--- src/rtl/serial_add_pkg.sv ---
// Shared types and helpers for the bit-serial adder controller.
package serial_add_pkg;

  typedef enum logic [1:0] {
    ST_IDLE = 2'd0,
    ST_RUN  = 2'd1,
    ST_DONE = 2'd2
  } state_t;

  // Bit counter width: ceil(log2(w)), enough to count 0..w-1.
  function automatic int cnt_width(input int w);
    int r;
    r = 32'sd0;
    while ((32'sd1 << r) < w) begin
      r = r + 32'sd1;
    end
    return r;
  endfunction

endpackage

--- src/rtl/serial_add_fsm.sv ---
// Sequencer for the serial adder: state register, bit counter,
// busy/done flags and detection of the final (MSB) bit.
module serial_add_fsm
  import serial_add_pkg::*;
#(
  parameter int WIDTH = 4
) (
  input  logic clk,
  input  logic reset,
  input  logic start,
  output logic load,
  output logic run,
  output logic last,
  output logic busy,
  output logic done
);

  localparam int CW = cnt_width(WIDTH);
  localparam logic [CW-1:0] LAST_CNT = CW'(WIDTH - 1);

  state_t        state_r;
  state_t        state_s;
  logic [CW-1:0] cnt_r;
  logic          busy_r;
  logic          done_r;

  assign load = (state_r == ST_IDLE) && start;
  assign run  = (state_r == ST_RUN);
  assign last = run && (cnt_r == LAST_CNT);
  assign busy = busy_r;
  assign done = done_r;

  // Next-state decode; any unexpected encoding falls back to IDLE.
  always_comb begin
    state_s = ST_IDLE;
    case (state_r)
      ST_IDLE: begin
        if (start) state_s = ST_RUN;
        else       state_s = ST_IDLE;
      end
      ST_RUN: begin
        if (last) state_s = ST_DONE;
        else      state_s = ST_RUN;
      end
      ST_DONE: state_s = ST_IDLE;
      default: state_s = ST_IDLE;
    endcase
  end

  // State register with flags registered from the next state.
  always_ff @(posedge clk) begin
    if (reset) begin
      state_r <= ST_IDLE;
      busy_r  <= 1'b0;
      done_r  <= 1'b0;
    end else begin
      state_r <= state_s;
      busy_r  <= (state_s != ST_IDLE);
      done_r  <= (state_s == ST_DONE);
    end
  end

  // Bit counter: zeroed on an accepted start, advances once per RUN edge.
  always_ff @(posedge clk) begin
    if (reset) begin
      cnt_r <= '0;
    end else if (load) begin
      cnt_r <= '0;
    end else if (run) begin
      cnt_r <= cnt_r + CW'(32'd1);
    end else begin
      cnt_r <= cnt_r;
    end
  end

endmodule

--- src/rtl/serial_add_ctrl.sv ---
// Bit-serial adder top: one full-adder slice walked LSB-first over WIDTH bits.
// Define SERIAL_ADD_SUB_EN to add the op_sub port (a-b via ~b and carry-in 1).
module serial_add_ctrl
  import serial_add_pkg::*;
#(
  parameter int WIDTH = 4
) (
  input  logic             clk,
  input  logic             reset,
  input  logic             start,
  input  logic [WIDTH-1:0] a,
  input  logic [WIDTH-1:0] b,
`ifdef SERIAL_ADD_SUB_EN
  input  logic             op_sub,
`endif
  output logic             busy,
  output logic             done,
  output logic [WIDTH-1:0] sum,
  output logic             cout,
  output logic             ovf
);

  logic             load_s;
  logic             run_s;
  logic             last_s;
  logic [WIDTH-1:0] b_load_s;
  logic             cin0_s;
  logic             fa_sum_s;
  logic             fa_cout_s;
  logic [WIDTH-1:0] a_sr_r;
  logic [WIDTH-1:0] b_sr_r;
  logic [WIDTH-1:0] sum_r;
  logic             carry_r;
  logic             cout_r;
  logic             ovf_r;

  serial_add_fsm #(
    .WIDTH (WIDTH)
  ) u_fsm (
    .clk   (clk),
    .reset (reset),
    .start (start),
    .load  (load_s),
    .run   (run_s),
    .last  (last_s),
    .busy  (busy),
    .done  (done)
  );

`ifdef SERIAL_ADD_SUB_EN
  assign b_load_s = op_sub ? ~b : b;
  assign cin0_s   = op_sub;
`else
  assign b_load_s = b;
  assign cin0_s   = 1'b0;
`endif

  assign fa_sum_s  = a_sr_r[0] ^ b_sr_r[0] ^ carry_r;
  assign fa_cout_s = (a_sr_r[0] & b_sr_r[0]) | (carry_r & (a_sr_r[0] ^ b_sr_r[0]));

  assign sum  = sum_r;
  assign cout = cout_r;
  assign ovf  = ovf_r;

  // Datapath: capture on start, shift one bit per RUN edge, flags on the MSB.
  always_ff @(posedge clk) begin
    if (reset) begin
      a_sr_r  <= '0;
      b_sr_r  <= '0;
      sum_r   <= '0;
      carry_r <= 1'b0;
      cout_r  <= 1'b0;
      ovf_r   <= 1'b0;
    end else if (load_s) begin
      a_sr_r  <= a;
      b_sr_r  <= b_load_s;
      sum_r   <= '0;
      carry_r <= cin0_s;
    end else if (run_s) begin
      a_sr_r  <= {1'b0, a_sr_r[WIDTH-1:1]};
      b_sr_r  <= {1'b0, b_sr_r[WIDTH-1:1]};
      sum_r   <= {fa_sum_s, sum_r[WIDTH-1:1]};
      carry_r <= fa_cout_s;
      if (last_s) begin
        // carry_r still holds the carry into the MSB on this edge
        cout_r <= fa_cout_s;
        ovf_r  <= carry_r ^ fa_cout_s;
      end else begin
        cout_r <= cout_r;
        ovf_r  <= ovf_r;
      end
    end else begin
      a_sr_r  <= a_sr_r;
      b_sr_r  <= b_sr_r;
      sum_r   <= sum_r;
      carry_r <= carry_r;
    end
  end

endmodule

--- config.mk ---
export PLATFORM = sky130hd
export DESIGN_NAME = serial_add_ctrl
export DESIGN_NICKNAME = d
export VERILOG_FILES = /design/src/rtl/serial_add_pkg.sv /design/src/rtl/serial_add_fsm.sv /design/src/rtl/serial_add_ctrl.sv
export SDC_FILE = /design/constraint.sdc
export NUM_CORES = 1
export LEC_CHECK = 0
export BUFFER_PORTS_ARGS = -buffer_cell sky130_fd_sc_hd__clkbuf_2
export CORE_ASPECT_RATIO = 0.8
export CORE_MARGIN = 4
export CORE_UTILIZATION = 45
export CTS_CLUSTER_SIZE = 20
export DETAILED_ROUTE_END_ITERATION = 16
export HOLD_SLACK_MARGIN = 0.03
export PLACE_DENSITY = 0.69
export SYNTH_ARGS = -nofsm -noshare
export SYNTH_HDL_FRONTEND = slang
export SYNTH_SLANG_ARGS = --single-unit
--- constraint.sdc ---
create_clock -name clk -period 1.6 [get_ports clk]
set_input_delay 0.4 -clock clk [delete_from_list [all_inputs] [get_ports clk]]
set_output_delay 0.4 -clock clk [all_outputs]
set_load 0.05 [all_outputs]
# ---- After elaboration in Yosys (flattened, before gate mapping)
# Cells that the tools add are included.
dict set report totals {
  input_bits 11
  register_bits 21
  elab_cells 35
}
dict set report op_classes {
  add_sub_neg 1
  n_bitwise 7
  n_reduce_logical 7
  mux 7
  n_eq_ne 3
}
# cell n
set ops {}
lappend ops {{$mux 4} 4}
lappend ops {{$eq 2x2->1 const B} 2}
lappend ops {{$pmux 2 s2} 1}
lappend ops {{$reduce_bool 2->1} 2}
lappend ops {{$reduce_and 3->1} 1}
lappend ops {{$xor 1x1->1} 3}
lappend ops {{$add 2x1->2 const B} 1}
lappend ops {{$and 1x1->1} 2}
lappend ops {{$eq 2x1->1 const B} 1}
lappend ops {{$logic_and 1x1->1} 2}
lappend ops {{$logic_not 2->1} 1}
lappend ops {{$mux 2} 1}
lappend ops {{$reduce_or 2->1} 1}
lappend ops {{$mux 1} 1}
lappend ops {{$not 1->1} 1}
lappend ops {{$or 1x1->1} 1}

# ---- Depth between registers and ports, before layout
# Gate-level depths: netlist of run 1.
dict set report logic_depth {
  depth_word 5
  mapped_depth 4
}

# ---- Modules after synthesis
# A second synthesis of run 1 with hierarchy kept.
dict set report hier_totals {
  hier_cells 85
  area_unflattened_um2 910.9
}
# mod seq_area_each_um2 n_inst cells_per_inst area_per_inst_um2
set modules_own_cells {}
lappend modules_own_cells {serial_add_ctrl 300.3 1 60 666.9}
lappend modules_own_cells {serial_add_fsm 120.1 1 25 244.0}

# ---- Least setup slack after synthesis of run 1
# No wires, ideal clock.
dict set report synth_path {
  path_type {reg2reg}
  startpoint {register a_sr_r[0]}
  endpoint {register ovf_r (netlist: ovf)}
  synth_period_minus_slack_ps 1172
  setup_ps 118
  stages_incl_launch_ff 5
  arrival_ps 1054
  slack_ps 428
  required_time_ps 1482
  path_cell_list {dfxtp_1 > fa_1 > xor2_1 > nor2_1 > nor3_1}
}
dict set report synth_via {
  elab_chain_len 4
  elab_cells_between_ends 5
  cone_classes {bitwise (5)}
}
# element line_no
set synth_lines {}
lappend synth_lines {{from (decl)} serial_add_ctrl.sv:30} ;# logic [WIDTH-1:0] a_sr_r;
lappend synth_lines {{from (signal assigned)} serial_add_ctrl.sv:80} ;# a_sr_r <= {1'b0, a_sr_r[WIDTH-1:1]};
lappend synth_lines {{from (signal assigned)} serial_add_ctrl.sv:93} ;# a_sr_r <= a_sr_r;
lappend synth_lines {{$xor 1x1->1} serial_add_ctrl.sv:59} ;# assign fa_cout_s = (a_sr_r[0] & b_sr_r[0]) | (carry_r & (a_sr_r[0] ^ b_sr_r[0]));
lappend synth_lines {{$and 1x1->1} serial_add_ctrl.sv:59}
lappend synth_lines {{$or 1x1->1 *} serial_add_ctrl.sv:59}
lappend synth_lines {{named net fa_cout_s} serial_add_ctrl.sv:29} ;# logic fa_cout_s;
lappend synth_lines {{$xor 1x1->1 *} serial_add_ctrl.sv:87} ;# ovf_r <= carry_r ^ fa_cout_s;
lappend synth_lines {{to (signal assigned)} serial_add_ctrl.sv:87}
lappend synth_lines {{to (signal assigned)} serial_add_ctrl.sv:90} ;# ovf_r <= ovf_r;
lappend synth_lines {{to (decl)} serial_add_ctrl.sv:35} ;# logic ovf_r;
# The timed path passes the listed nets; every way through them passes the cells marked *.
# A chain may end at the register's enable or synchronous reset.

# ---- Worst setup path in the final report of run 1
dict set report layout_path {
  startpoint {register sum_r[1] (netlist: sum[1])}
  endpoint {output port sum[1]}
}
# element line_no
set layout_lines {}
lappend layout_lines {{from (decl)} serial_add_ctrl.sv:32} ;# logic [WIDTH-1:0] sum_r;
lappend layout_lines {{from (signal assigned)} serial_add_ctrl.sv:82} ;# sum_r <= {fa_sum_s, sum_r[WIDTH-1:1]};
lappend layout_lines {{from (signal assigned)} serial_add_ctrl.sv:95} ;# sum_r <= sum_r;
lappend layout_lines {{to (decl)} serial_add_ctrl.sv:18} ;# output logic [WIDTH-1:0] sum,
# No word-level cell between the ends.

==> flow_metrics.py, run 1 <==
metrics = {
    "sta": {
        "final.setup_skew_ps": 1.23,
        "clock.fmax_ghz": 0.729,
        "rsz0062_at_grt": "no",
        "setup-tns-final_ps": 0,
        "hold_viol_final": 0,
        "fin_ws_ps": 228,
        "fin_hold_ws_ps": 331,
        "slew_viol_final": 0,
        "timing.final.crit_share_pct": 85.7,
        "setup_viol": 0,
        "final.min_clock_period_ps": 1370,
        "tightest_slew_ps": 558,
        "maxSlewHeadroom_pct": 62.6,
    },
    "detailed_routing": {
        "vias": 702,
        "drc": 0,
        "drt_pass1_iterations": 4,
        "routed_wl_mm": 1.68,
        "via_per_inst": 5.24,
        "wl_per_cell_um": 12.5,
        "ant_nets": 0,
        "dr.first_iter.drc_count": 14,
    },
    "global_routing": {
        "antenna_found_initial": 0,
        "grt_usage_pct": 13.5,
        "grt_max_degree": 14,
        "grt_pass1_vias": 605,
        "grt_pass1_wl_mm": 2.73,
        "grt_overflow": 0,
    },
    "setup_path": {
        "path_cells": "clkbuf_2",
        "r2r_start": "u_fsm.state_r[0]$_SDFF_PP0_",
        "rrSetupSlack_ps": 310,
        "crit_path_end_kind": "output pin",
        "cp_slowest_stage_delay_ps": 380,
        "slowest_stage": "dfxtp_1",
        "reg2reg_to": "a_sr_r[0]$_SDFFE_PP0P_",
        "crit_fanout": 3,
        "r2r.worst_path.cells": 2,
        "crit_required_ps": 1200,
        "arrival_ps": 970,
        "cp_top_family": "flip-flops",
        "critPathBufInv": 1,
        "crit_path_start_kind": "flop",
        "crit_type": "flop to output pin",
    },
    "synth": {
        "yosys_warnings": 0,
        "synth_top_cell_by_area": "dfxtp_1",
        "syn_avg_cell_area_um2": 9.79,
        "syn_nets": 104,
        "yosysUniqueCellTypes": 23,
        "yosysTopAreaCellShare_pct": 47.2,
        "synth_seq_cells": 21,
        "syn-cell-area_um2": 891,
        "synth_seq_area_share_pct": 47.2,
        "synth_cells": 91,
        "synth.area.top_cells": "dfxtp_1 (47%), a22oi_1 (6.7%), nor2_1 (5.9%)",
    },
    "min_path": {
        "hold_start": "a[3]",
        "min_to": "a_sr_r[3]$_SDFFE_PP0P_",
        "hold_class": "primary input to flop",
        "hold_depth": 3,
    },
    "finish": {
        "fillers": 168,
        "diodes": 0,
        "instances_no_fill": 134,
        "final_cell_mix": "dfxtp_1 (21), clkbuf_2 (18), nor2_1 (14)",
        "multi_input_area_um2": 419,
        "layout_commonest_cell": "dfxtp_1",
        "area.growth.synth_to_final_pct": 14.0,
        "drive_gt1_share_pct": 23.6,
        "seq_area_um2": 420,
        "nNetsFinal": 124,
    },
    "clocking": {
        "cts_tree": "done",
        "post_cts_resize_count": 0,
        "cts_hold_buf": 0,
        "root_buffer": "clkbuf_4",
        "postCtsSetupBuffers": 0,
        "insertion_delay_ps": 300,
        "htree_num_levels": 1,
        "numCtsBuffers": 3,
        "clk_pin_slew_worst_paths_ps": 110,
        "cts_buffer_depth": 2,
        "clock-sinks": 21,
    },
    "place": {
        "dp_hpwl_mm": 1.19,
        "dp_slack_ps": 214,
        "dpl.cell_count": 130,
        "port_buffers": 18,
        "place.gp.congestion": 0.828,
    },
    "floorplan": {
        "io_pins": 19,
        "initial_core_util_pct": 47.5,
        "fp.dieH_um": 47.8,
        "die_area_mm2": 0.00276,
        "die-width_um": 57.7,
        "core_mm2": 0.00187,
        "rows": 14,
    },
    "power": {
        "p_leak_nw": 0.425,
        "cellPowerDensity_mw_per_mm2": 943,
        "ir_worst_vdd_mv": 0.595,
        "power_mw": 0.958,
    },
    "outcome": {
        "status": "completed",
    },
    "job": {
        "drv_cap": 0,
    },
}
-- per-stage QoR --
stage                     utilization [%]  cell area, µm²
after CTS                            54.2            1020
after floorplan                         -             891
after global placement               52.8             990
final                                54.2            1020
after detailed placement             52.8             990
after global routing                 54.2            1020
-- how the worst max path moves through the flow --
stage	from	endpoint	slack [ps]	cells after the start
CTS	sum[1]$_SDFFE_PP0P_	sum[1]	220	1
finish	sum[1]$_SDFFE_PP0P_	sum[1]	230	1
detailed placement	start	a_sr_r[0]$_SDFFE_PP0P_	210	3
floorplan	a_sr_r[0]$_SDFFE_PP0P_	ovf$_SDFFE_PP0P_	430	4
global route	sum[2]$_SDFFE_PP0P_	sum[2]	180	1
global placement	start	a_sr_r[0]$_SDFFE_PP0P_	300	3
-- per-layer routing --
metal / wire (µm) / vias up / global-route usage, % / part of all wire, %
met4: 10 / 0 / 5.56 / 0.60
met3: 104 / 2 / 6.47 / 6.2
met5: 0 / - / 0 / 0
li1: - / 357 / - / -
met2: 712 / 17 / 18.9 / 42
met1: 851 / 326 / 17.9 / 51
-- power by group --
part | total, mW | switching (mW) | internal (mW)
logic | 0.132 | 0.0728 | 0.0590
clock network | 0.251 | 0.154 | 0.0971
registers | 0.575 | 0.0229 | 0.552
total | 0.958 | 0.250 | 0.708
-- synthesized netlist by cell type, drive strengths merged --
master and n:
nand3b 1, dfxtp 21, nand2b 6, nand3 1, o21bai 1, nor3 2
a22oi 8, inv 2, mux2i 2, nand2 1, nor3b 7, nor2 14
xor2 1, fa 1, a21oi 2, ha 1, o21ai 1, a221oi 6
nor2b 7, buf 6
-- flip-flops by register name, summed over array words and instances (netlist names) --
signal,cells
sum,4
carry_r,1
u_fsm.cnt_r,2
u_fsm.busy,1
u_fsm.done,1
b_sr_r,4
cout,1
u_fsm.state_r,2
ovf,1
a_sr_r,4
-- kinds of logic after synthesis --
| kind of cell | after synthesis | synth area share (%) |
|---|---|---|
| buf+inv | 8 | 5.76 |
| mux | 2 | 2.25 |
| flops | 21 | 47.2 |
| fa+ha+maj | 2 | 3.65 |
| simple gates | 39 | 23.9 |
| xor+xnor | 1 | 0.983 |
| compound gates | 18 | 16.3 |
-- area by class of cell --
cell class	instances	area share (%)
Tap cell	24	2.96
Multi-Input combinational cell	62	41.3
Timing Repair Buffer	21	11.1
Inverter	2	0.739
Clock buffer	4	2.59
Sequential cell	21	41.4
Note: power is estimated with default switching activity, not from simulation.
==> run 2, diff against run 1 <==
Settings changed: CORE_UTILIZATION 45 to 40, PLACE_DENSITY 0.69 to 0.63.
==> flow_metrics.py, run 2 (synthesized netlist as in run 1, its figures left out) <==
metrics = {
    "global_routing": {
        "grtUsageMet2_pct": 18.1,
        "grt_pass1_vias": 649,
        "grt_max_degree": 15,
        "grt_overflow": 0,
        "antenna_found_initial": 0,
        "met3_usage_pct": 6.15,
        "grt_pass1_wl_mm": 2.86,
        "grt_usage_pct": 12.6,
        "grt-busiest-layer": "met2",
        "use_met1_pct": 16.9,
    },
    "detailed_routing": {
        "ant_nets": 0,
        "drc": 0,
        "vias": 710,
        "wl_per_cell_um": 13.0,
        "dr.first_iter.drc_count": 14,
        "routed_wl_mm": 1.73,
        "drt_pass1_iterations": 4,
        "via_per_inst": 5.34,
    },
    "power": {
        "cellPowerDensity_mw_per_mm2": 955,
        "p_leak_nw": 0.422,
        "ir_worst_vdd_mv": 0.600,
        "power_mw": 0.964,
    },
    "place": {
        "port_buffers": 18,
        "placed_area_um2": 982,
        "dp_slack_ps": 232,
        "dp_hpwl_mm": 1.22,
        "place.gp.congestion": 0.693,
        "dpl.cell_count": 129,
    },
    "setup_path": {
        "slowest_stage": "dfxtp_1",
        "crit_fanout": 3,
        "crit_required_ps": 1200,
        "crit_type": "flop to output pin",
        "arrival_ps": 980,
        "critical_path_cell_count": 1,
        "r2r.worst_path.cells": 3,
        "critPathBufInv": 1,
        "crit_path_start_kind": "flop",
        "cp_top_family": "flip-flops",
        "crit_path_end_kind": "output pin",
        "path_cells": "clkbuf_2",
        "cp_slowest_stage_delay_ps": 380,
    },
    "clocking": {
        "cts_buffer_depth": 2,
        "clock-sinks": 21,
        "root_buffer": "clkbuf_4",
        "cts_hold_buf": 0,
        "clk_pin_slew_worst_paths_ps": 110,
        "htree_num_levels": 1,
        "postCtsSetupBuffers": 0,
        "insertion_delay_ps": 300,
        "cts_tree": "done",
        "post_cts_resize_count": 0,
        "numCtsBuffers": 3,
    },
    "floorplan": {
        "rows": 14,
        "die-width_um": 60.8,
        "die_area_mm2": 0.00305,
        "core_mm2": 0.00200,
        "initial_core_util_pct": 44.6,
        "fp.dieH_um": 50.2,
        "io_pins": 19,
    },
    "sta": {
        "slew_viol_final": 0,
        "maxSlewHeadroom_pct": 62.9,
        "setup-tns-final_ps": 0,
        "fin_ws_ps": 223,
        "final.min_clock_period_ps": 1380,
        "setup_viol": 0,
        "fin_hold_ws_ps": 326,
        "final.setup_skew_ps": 2.52,
        "clock.fmax_ghz": 0.726,
        "rsz0062_at_grt": "no",
        "hold_viol_final": 0,
        "timing.final.crit_share_pct": 86.1,
        "tightest_slew_ps": 552,
    },
    "finish": {
        "drive_gt1_share_pct": 23.9,
        "fin_area_mm2": 0.00101,
        "nNetsFinal": 123,
        "final_cell_mix": "dfxtp_1 (21), clkbuf_2 (18), nor2_1 (14)",
        "diodes": 0,
        "final_core_util_pct": 50.6,
        "area.growth.synth_to_final_pct": 13.3,
        "instances_no_fill": 133,
        "layout_commonest_cell": "dfxtp_1",
    },
    "job": {
        "drv_cap": 0,
    },
    "min_path": {
        "hold_depth": 3,
        "hold_class": "primary input to flop",
    },
    "outcome": {
        "status": "completed",
    },
}
[run 2: cell types whose count changed in the layout (fill, tap and decap cells not counted)]
cell,before,now
clkinv_2,0,1
clkbuf_1,1,0
buf_4,3,2
[run 2: where the power goes]
part	total, mW	internal [mW]	switching [mW]
Sequential	0.575	0.552	0.0229
Clock	0.254	0.0932	0.161
Combinational	0.135	0.0601	0.0749
[run 2: final timing paths]
kind / to / slack [ps] / start
max: sum[3] / 220 / sum[3]$_SDFFE_PP0P_
min: a_sr_r[3]$_SDFFE_PP0P_ / 330 / a[3]
max reg2reg: b_sr_r[1]$_SDFFE_PP0P_ / 300 / u_fsm.state_r[1]$_SDFF_PP0_
min reg2reg: cout$_SDFFE_PP0P_ / 470 / cout$_SDFFE_PP0P_
[run 2: worst reg2reg max path: stages, from the launching register on]
cell      delay (ps)
dfxtp_1          600
nor2_1           100
o21ai_1          320
a221oi_1         160
[run 2: layer usage]
metal	up-vias	part of all wire (%)	wire length (µm)
met3	2	6.5	112
met1	335	51	881
met5	-	0	0
met4	0	0.58	10
li1	358	-	-
met2	15	42	730
[run 2: final cells by class]
class	instances	area, µm²
fillers	198	987
flip-flops and latches	21	420
multi-input cells	62	419
repair buffers	20	105
well taps	24	30.0
clock buffers	3	22.5
inverters	2	7.51
clock inverters	1	5.00
